`config.mk`:
```
export PLATFORM = sky130hd
export DESIGN_NAME = btn_debounce_pulse
export DESIGN_NICKNAME = d
export VERILOG_FILES = /design/src/rtl/btn_debounce_pulse.sv
export SDC_FILE = /design/constraint.sdc
export NUM_CORES = 1
export LEC_CHECK = 0
export CAP_MARGIN = 10
export CORE_MARGIN = 4
export CORE_UTILIZATION = 40
export CTS_CLUSTER_DIAMETER = 30
export DETAILED_ROUTE_END_ITERATION = 10
export HOLD_SLACK_MARGIN = 0.08
export SLEW_MARGIN = 20
export SYNTH_ARGS = -nofsm -noshare
export SYNTH_HDL_FRONTEND = slang
export SYNTH_SLANG_ARGS = --single-unit
```
`constraint.sdc`:
```
create_clock -name i_clk -period 2.1 [get_ports i_clk]
set_input_delay 0.42 -clock i_clk [delete_from_list [all_inputs] [get_ports i_clk]]
set_output_delay 0.42 -clock i_clk [all_outputs]
set_load 0.1 [all_outputs]
```
`src/rtl/btn_debounce_pulse.sv`:
```
// -----------------------------------------------------------------------------
// btn_debounce_pulse
//
// Conditions a raw mechanical push-button for the downstream consumer logic.
// The asynchronous pin is brought into the clock domain through a two-flop
// synchroniser. A four-state FSM then accepts a change only after the
// synchronised level has held steady for DEBOUNCE_CYCLES consecutive cycles.
// It produces a clean level and single-cycle press and release strobes.
// All outputs are registered.
//
// Optional feature (compile-time macro AUTO_REPEAT_EN):
//   When the macro is defined, a held button re-fires o_btn_pulse.
//   The first repeat comes REPEAT_DELAY cycles after the press pulse.
//   Later repeats come every REPEAT_PERIOD cycles.
//   When the macro is undefined, no repeat logic exists and each accepted
//   press gives exactly one pulse.
//
// Parameters:
//   CNT_W           width of the debounce counter
//   DEBOUNCE_CYCLES stable cycles needed to accept a change (1 .. 2^CNT_W-1)
//   REPEAT_DELAY    hold time before the first auto-repeat pulse
//   REPEAT_PERIOD   spacing of subsequent auto-repeat pulses
//
// Ports:
//   i_clk          system clock, rising-edge active
//   i_rst_n        asynchronous active-low reset
//   i_btn          raw, bouncy button pin (1 = pressed)
//   o_btn_level    debounced button level
//   o_btn_pulse    one-cycle strobe per accepted press (and per auto-repeat)
//   o_btn_release  one-cycle strobe per accepted release
// -----------------------------------------------------------------------------
module btn_debounce_pulse #(
  parameter int CNT_W           = 20,
  parameter int DEBOUNCE_CYCLES = 500000,
  parameter int REPEAT_DELAY    = 25000000,
  parameter int REPEAT_PERIOD   = 5000000
) (
  input  logic i_clk,
  input  logic i_rst_n,
  input  logic i_btn,
  output logic o_btn_level,
  output logic o_btn_pulse,
  output logic o_btn_release
);

  typedef enum logic [1:0] {
    IDLE        = 2'd0,
    ARM_PRESS   = 2'd1,
    PRESSED     = 2'd2,
    ARM_RELEASE = 2'd3
  } state_t;

  // Terminal count: reaching it while still stable completes the debounce.
  localparam logic [CNT_W-1:0] CNT_LAST = CNT_W'(DEBOUNCE_CYCLES - 1);

  // Sanity check on the configuration.
  // An illegal setting elaborates this marker block, which then shows up in
  // the hierarchy as g_bad_config.
  if (DEBOUNCE_CYCLES < 1 || DEBOUNCE_CYCLES > (2 ** CNT_W) - 1 ||
      REPEAT_DELAY < 1 || REPEAT_PERIOD < 1) begin : g_bad_config
  end

  logic   r_s1;
  logic   r_btn_s;
  state_t r_state;
  logic   [CNT_W-1:0] r_cnt;

`ifdef AUTO_REPEAT_EN
  localparam int RPT_MAX = (REPEAT_DELAY > REPEAT_PERIOD) ? REPEAT_DELAY : REPEAT_PERIOD;
  localparam int RPT_W   = $clog2(RPT_MAX + 1);
  localparam logic [RPT_W-1:0] RPT_DELAY_LAST  = RPT_W'(REPEAT_DELAY - 1);
  localparam logic [RPT_W-1:0] RPT_PERIOD_LAST = RPT_W'(REPEAT_PERIOD - 1);

  logic [RPT_W-1:0] r_rpt;
  logic             r_rpt_first;
  logic [RPT_W-1:0] w_rpt_target;

  // The first repeat after entering PRESSED waits the long delay.
  // Every repeat after that uses the shorter period.
  assign w_rpt_target = r_rpt_first ? RPT_DELAY_LAST : RPT_PERIOD_LAST;
`endif

  // Two-flop synchroniser. Nothing downstream ever looks at i_btn directly.
  always_ff @(posedge i_clk or negedge i_rst_n) begin
    if (!i_rst_n) begin
      r_s1    <= 1'b0;
      r_btn_s <= 1'b0;
    end else begin
      r_s1    <= i_btn;
      r_btn_s <= r_s1;
    end
  end

  // Debounce FSM.
  // The counter is cleared on every state change and only advances while the
  // synchronised input disagrees with the accepted level.
  // The pulse strobes default low, so each one lasts exactly one cycle.
  always_ff @(posedge i_clk or negedge i_rst_n) begin
    if (!i_rst_n) begin
      r_state       <= IDLE;
      r_cnt         <= '0;
      o_btn_level   <= 1'b0;
      o_btn_pulse   <= 1'b0;
      o_btn_release <= 1'b0;
`ifdef AUTO_REPEAT_EN
      r_rpt         <= '0;
      r_rpt_first   <= 1'b1;
`endif
    end else begin
      o_btn_pulse   <= 1'b0;
      o_btn_release <= 1'b0;
      case (r_state)
        IDLE: begin
          r_cnt <= '0;
          if (r_btn_s) begin
            r_state <= ARM_PRESS;
          end
        end

        ARM_PRESS: begin
          if (!r_btn_s) begin
            r_state <= IDLE;
            r_cnt   <= '0;
          end else if (r_cnt == CNT_LAST) begin
            r_state     <= PRESSED;
            r_cnt       <= '0;
            o_btn_level <= 1'b1;
            o_btn_pulse <= 1'b1;
`ifdef AUTO_REPEAT_EN
            r_rpt       <= '0;
            r_rpt_first <= 1'b1;
`endif
          end else begin
            r_cnt <= r_cnt + CNT_W'(1);
          end
        end

        PRESSED: begin
          r_cnt <= '0;
          if (!r_btn_s) begin
            r_state <= ARM_RELEASE;
`ifdef AUTO_REPEAT_EN
            r_rpt       <= '0;
            r_rpt_first <= 1'b1;
`endif
          end
`ifdef AUTO_REPEAT_EN
          else if (r_rpt == w_rpt_target) begin
            r_rpt       <= '0;
            r_rpt_first <= 1'b0;
            o_btn_pulse <= 1'b1;
          end else begin
            r_rpt <= r_rpt + RPT_W'(1);
          end
`endif
        end

        ARM_RELEASE: begin
          if (r_btn_s) begin
            // A bounce back high returns to PRESSED without a new press pulse.
            // Repeat timing restarts from this re-entry.
            r_state <= PRESSED;
            r_cnt   <= '0;
`ifdef AUTO_REPEAT_EN
            r_rpt       <= '0;
            r_rpt_first <= 1'b1;
`endif
          end else if (r_cnt == CNT_LAST) begin
            r_state       <= IDLE;
            r_cnt         <= '0;
            o_btn_level   <= 1'b0;
            o_btn_release <= 1'b1;
          end else begin
            r_cnt <= r_cnt + CNT_W'(1);
          end
        end

        default: begin
          r_state <= IDLE;
          r_cnt   <= '0;
        end
      endcase
    end
  end

endmodule

```
## Yosys cells after proc, flatten, opt, wreduce, memory -nomap -nowiden

Cells that the tools add are included.

- Add/sub/neg operators: 1
- Multiply operators: 0
- Divide/modulo/power cells: 0
- Magnitude comparators: 0
- Equal/unequal tests: 12
- Shifts and indexed selects: 0
- Muxes and demuxes: 21
- Bitwise operators: 0
- Reductions and logical operators: 5

Operators with widths:

| kind | count |
|---|---|
| $mux 20 | 3 |
| $pmux 20 s3 | 1 |
| $add 20x1->20 const B | 1 |
| $eq 20x19->1 const B | 1 |
| $mux 2 | 6 |
| $ne 2x2->1 const B | 6 |
| $mux 1 | 9 |
| $pmux 2 s4 | 1 |
| $ne 3x3->1 const B | 2 |
| $reduce_and 5->1 | 1 |
| $eq 2x2->1 const B | 2 |
| $reduce_and 4->1 | 1 |
| $eq 2x1->1 const B | 1 |
| $logic_not 2->1 | 1 |
| $pmux 1 s2 | 1 |
| $reduce_bool 2->1 | 1 |
| $reduce_or 2->1 | 1 |

- Register bits after elaboration: 27
- Latch bits: 0
- Memory bits (writable): 0
- Bits in read-only memories: 0
- Input bits: 3
- Output and inout bits: 3
- Logic and storage cells: 46
- Memories: 0

## Longest topological paths before layout

- Depth after elaboration: 4
- Depth in mapped cells: 7

## Worst setup path before layout

Ideal clock, no wire load.

- Path kind: register to register
- From: register r_cnt[12]
- To: register o_btn_level
- Library setup time: 124 ps
- Data arrival time: 2000 ps
- Setup slack: -24 ps
- Cell stages (with the launch flop): 5
- Path buffers: 0
- Cell sequence: dfrtp_1 > or4b_1 > or4_4 > or2_4 > a211o_1

- Longest elaborated chain between the ends: 3
- Elaborated cells between the ends (all ways): 4
- Those cells by class: 3 x eq/ne; 1 x reduce/logical

Ends and longest elaborated chain:

| element | line | RTL |
|---|---|---|
| start, declared | 66 | `logic [CNT_W-1:0] r_cnt;` |
| start signal, assigned | 134 | `r_cnt <= r_cnt + CNT_W'(1);` |
| start signal, assigned | 174 | `r_cnt <= r_cnt + CNT_W'(1);` |
| $eq 20x19->1 (*) | 124, 168 |  |
| $ne 2x2->1 (no source line) | n/a |  |
| $reduce_and 5->1 (no source line) (*) | n/a |  |
| end signal, assigned | 102 | `o_btn_level <= 1'b0;` |
| end signal, assigned | 127 | `o_btn_level <= 1'b1;` |
| end signal, assigned | 171 | `o_btn_level <= 1'b0;` |
| end, declared | 41 | `output logic o_btn_level,` |

Mark *: on every way between the ends. The rest lies on a longest branch, timed or not.
A chain may end at the register's enable or synchronous reset.

## Final worst setup path

- From: register r_cnt[7]
- To: register o_btn_level

Same word-level chain as after synthesis.

==> flow_summary_export.csv <==
group,metric,value,unit
setup_path,path_cells,"or4b_1, or4_4, or2_4, a211o_1",
global_routing,grt_pass1_vias,901,
floorplanning,die-width,64.1,µm
timing,min_period,2.06,ns
clocking,cts_tree,"done",
pwr,p_total,0.799,mW
clocking,clock-sinks,27,
clocking,cts_hold_buf,0,
pwr,peakVddDrop,0.264,mV
timing,fin_skew,0.00664,ns
cells_and_area,nets,141,
route,drtIter0Drc,31,
floorplanning,boundaryPins,6,
timing,hold_violations,0,
route,vias,938,
clocking,clock_path_buffers,2,
timing,max_freq,485,MHz
timing,max_slew_margin,0.753,
timing,rsz0062_at_grt,"true",
floorplanning,die_h,64.1,µm
cells_and_area,fillCellCount,297,
route,via_per_inst,5.21,
synth,ys_seq_elements,27,
route,routedWlPerCell,12.6,µm
global_routing,antenna_found_initial,0,
placed_design,gp_congestion,0.747,
setup_path,slowest_stage,"or4b_1",
route,totalWireLength,2270,µm
clocking,cts_root_buf,"clkbuf_4",
placed_design,dp_cells,175,
global_routing,grt_start_max_net_pins,28,
setup_path,crit_required,2.34,ns
placed_design,hpwl,1630,µm
timing,holdWs,0.372,ns
cells_and_area,diodes,0,
timing,fin_crit_sh,0.982,
floorplanning,fp.coreArea,3030,µm²
setup_path,critPathArrivalTime,2.30,ns
floorplanning,dieArea,4110,µm²
setup_path,startpoint_type,"register",
synth,synth.cell_area,1260,µm²
clocking,cts_made_buffers,3,
clocking,insertion_delay,0.33,ns
setup_path,critPathKind,"register to register",
setup_path,cp-end-kind,"register",
timing,fin_ws,0.0388,ns
setup_path,slowest_delay,0.52,ns
clocking,cts-htree-levels,1,
timing,finalSetupViolations,0,
synth,netlist_instances,120,
run_status,status,"completed",
clocking,clk_pin_slew_worst_paths,0.15,ns
synth,yosysWarnings,0,
timing,slew_violations,0,
global_routing,grt_pass1_wl,4000,µm
floorplanning,row_count,20,
synth,synth_nets,124,
job,maxCapViolCount,0,
min_path,hp-class,"register to register",
pwr,leakage,0.615,nW
global_routing,gr-total-overflow,0,
pwr,powerDensity,548,nW/µm²
floorplanning,start_util,0.416,
route,final_antenna_net_count,0,
route,drc,0,
synth,ys_seq_area_frac,0.537,
global_routing,track_usage,0.123,
cells_and_area,instances_no_fill,180,
placed_design,portBuffers,5,
timing,worstMarginPinSlew,0.368,ns
cells_and_area,syn2layout_area_growth,15.7,%
synth,postSynthAreaPerCell,10.5,µm²
setup_path,cp_max_fo,4,
cells_and_area,layout-drive-gt1-share,0.169,
placed_design,preCtsSetupSlack,0.0379,ns
route,drtPass1Iterations,4,
cells_and_area,final_util,0.481,
synth,synthDistinctLibCells,33,
-- worst max-delay path, delay by kind of cell (launching register included) --
kind / cells / cell delay [ns]
simple gates: 3 / 1.26
compound gates: 1 / 0.29
flops: 1 / 0.43
-- where the power goes --
| part | internal (mW) | switching, mW |
|---|---|---|
| clock network | 0.0777 | 0.161 |
| logic | 0.0120 | 0.0200 |
| registers | 0.525 | 0.00333 |
| total | 0.614 | 0.184 |
-- state kept, by name, summed over array words and instances, names as in the netlist, named ones only --
register / flops
o_btn_level: 1
r_btn_s: 1
r_cnt: 20
o_btn_pulse: 1
o_btn_release: 1
r_state: 1
r_s1: 1
-- final timing paths --
check / from / endpoint / slack [ns] / depth (start not counted)
worst max register to register: r_cnt[7] / o_btn_level / 0.04 / 4
worst min-delay path: r_s1 / r_btn_s / 0.37 / 0
worst min register to register: r_s1 / r_btn_s / 0.37 / 0
max in group asynchronous: i_rst_n / r_cnt[14] / 1.40 / 2
min in group asynchronous: i_rst_n / async pin / 0.44 / 2
worst max-delay path: r_cnt[7] / o_btn_level / 0.04 / 4
-- synthesized netlist by cell type, drive strengths merged --
master | count | area share
nand3 | 7 | 0.028
xor2 | 10 | 0.070
nand2 | 8 | 0.024
ha | 1 | 0.0099
or4 | 5 | 0.033
nor4 | 1 | 0.0050
and3 | 2 | 0.0099
or2b | 1 | 0.0070
o31ai | 4 | 0.024
or4b | 1 | 0.0080
or3 | 4 | 0.021
o21ai | 5 | 0.020
buf | 2 | 0.015
a21boi | 1 | 0.0060
a21oi | 7 | 0.028
nand4 | 5 | 0.025
nor4bb | 1 | 0.0080
inv | 3 | 0.0089
clkbuf | 1 | 0.0030
a211o | 1 | 0.0070
nand2b | 1 | 0.0050
dfrtp | 27 | 0.54
and2 | 2 | 0.011
o21bai | 1 | 0.0089
nor2 | 13 | 0.039
xnor2 | 2 | 0.014
and4 | 2 | 0.014
or2 | 1 | 0.0070
nor3b | 1 | 0.0060
-- final cells by class --
class	instances	area (µm²)	area share
sequential	27	676	0.464
multi-input combinational	87	553	0.380
timing repair buffer	15	130	0.0893
tap	44	55.1	0.0378
clock buffer	3	22.5	0.0155
inverter	3	11.3	0.00773
clock inverter	1	8.76	0.00601
-- what timing repair did --
item,in CTS,in global routing
buffers inserted,0,1
endpoints found under the setup margin,0,1
resized for setup,0,1
-- cells by family after synthesis --
| logic type | share of synthesized area |
|---|---|
| compound gates | 0.0934 |
| xor+xnor | 0.0835 |
| buf+inv | 0.0268 |
| flops | 0.537 |
| fa+ha+maj | 0.00994 |
| simple gates | 0.250 |
-- routing by layer --
metal | vias up | routed length (µm) | global-route usage
met5 | - | 0 | 0
met1 | 461 | 1060 | 0.156
met4 | 0 | 38 | 0.0475
met3 | 4 | 50 | 0.0211
met2 | 11 | 1120 | 0.208
li1 | 462 | - | -
-- through the flow --
step	cell area [µm²]	TNS [ns]
after floorplan	1260	0
final	1460	0
after global placement	1410	0
after detailed placement	1410	0
after global routing	1460	-0.0188
after CTS	1450	0
-- cell usage in the layout, fill, tap and decap left out, drive strengths merged --
cell type and n:
dfrtp 27, nand2 8, a21oi 7, xnor2 2, ha 1, nand2b 1, nand3 7, o31ai 4
clkdlybuf4s50 2, or2 1, xor2 10, and2 2, or2b 1, and3 2, or4b 1, or3 4
nand4 5, o21ai 5, nor4 1, o21bai 1, a211o 1, a21boi 1, or4 5, and4 2
nor3b 1, inv 4, clkbuf 3, nor4bb 1, buf 13, nor2 13
Power figures use the tool's default switching activity.
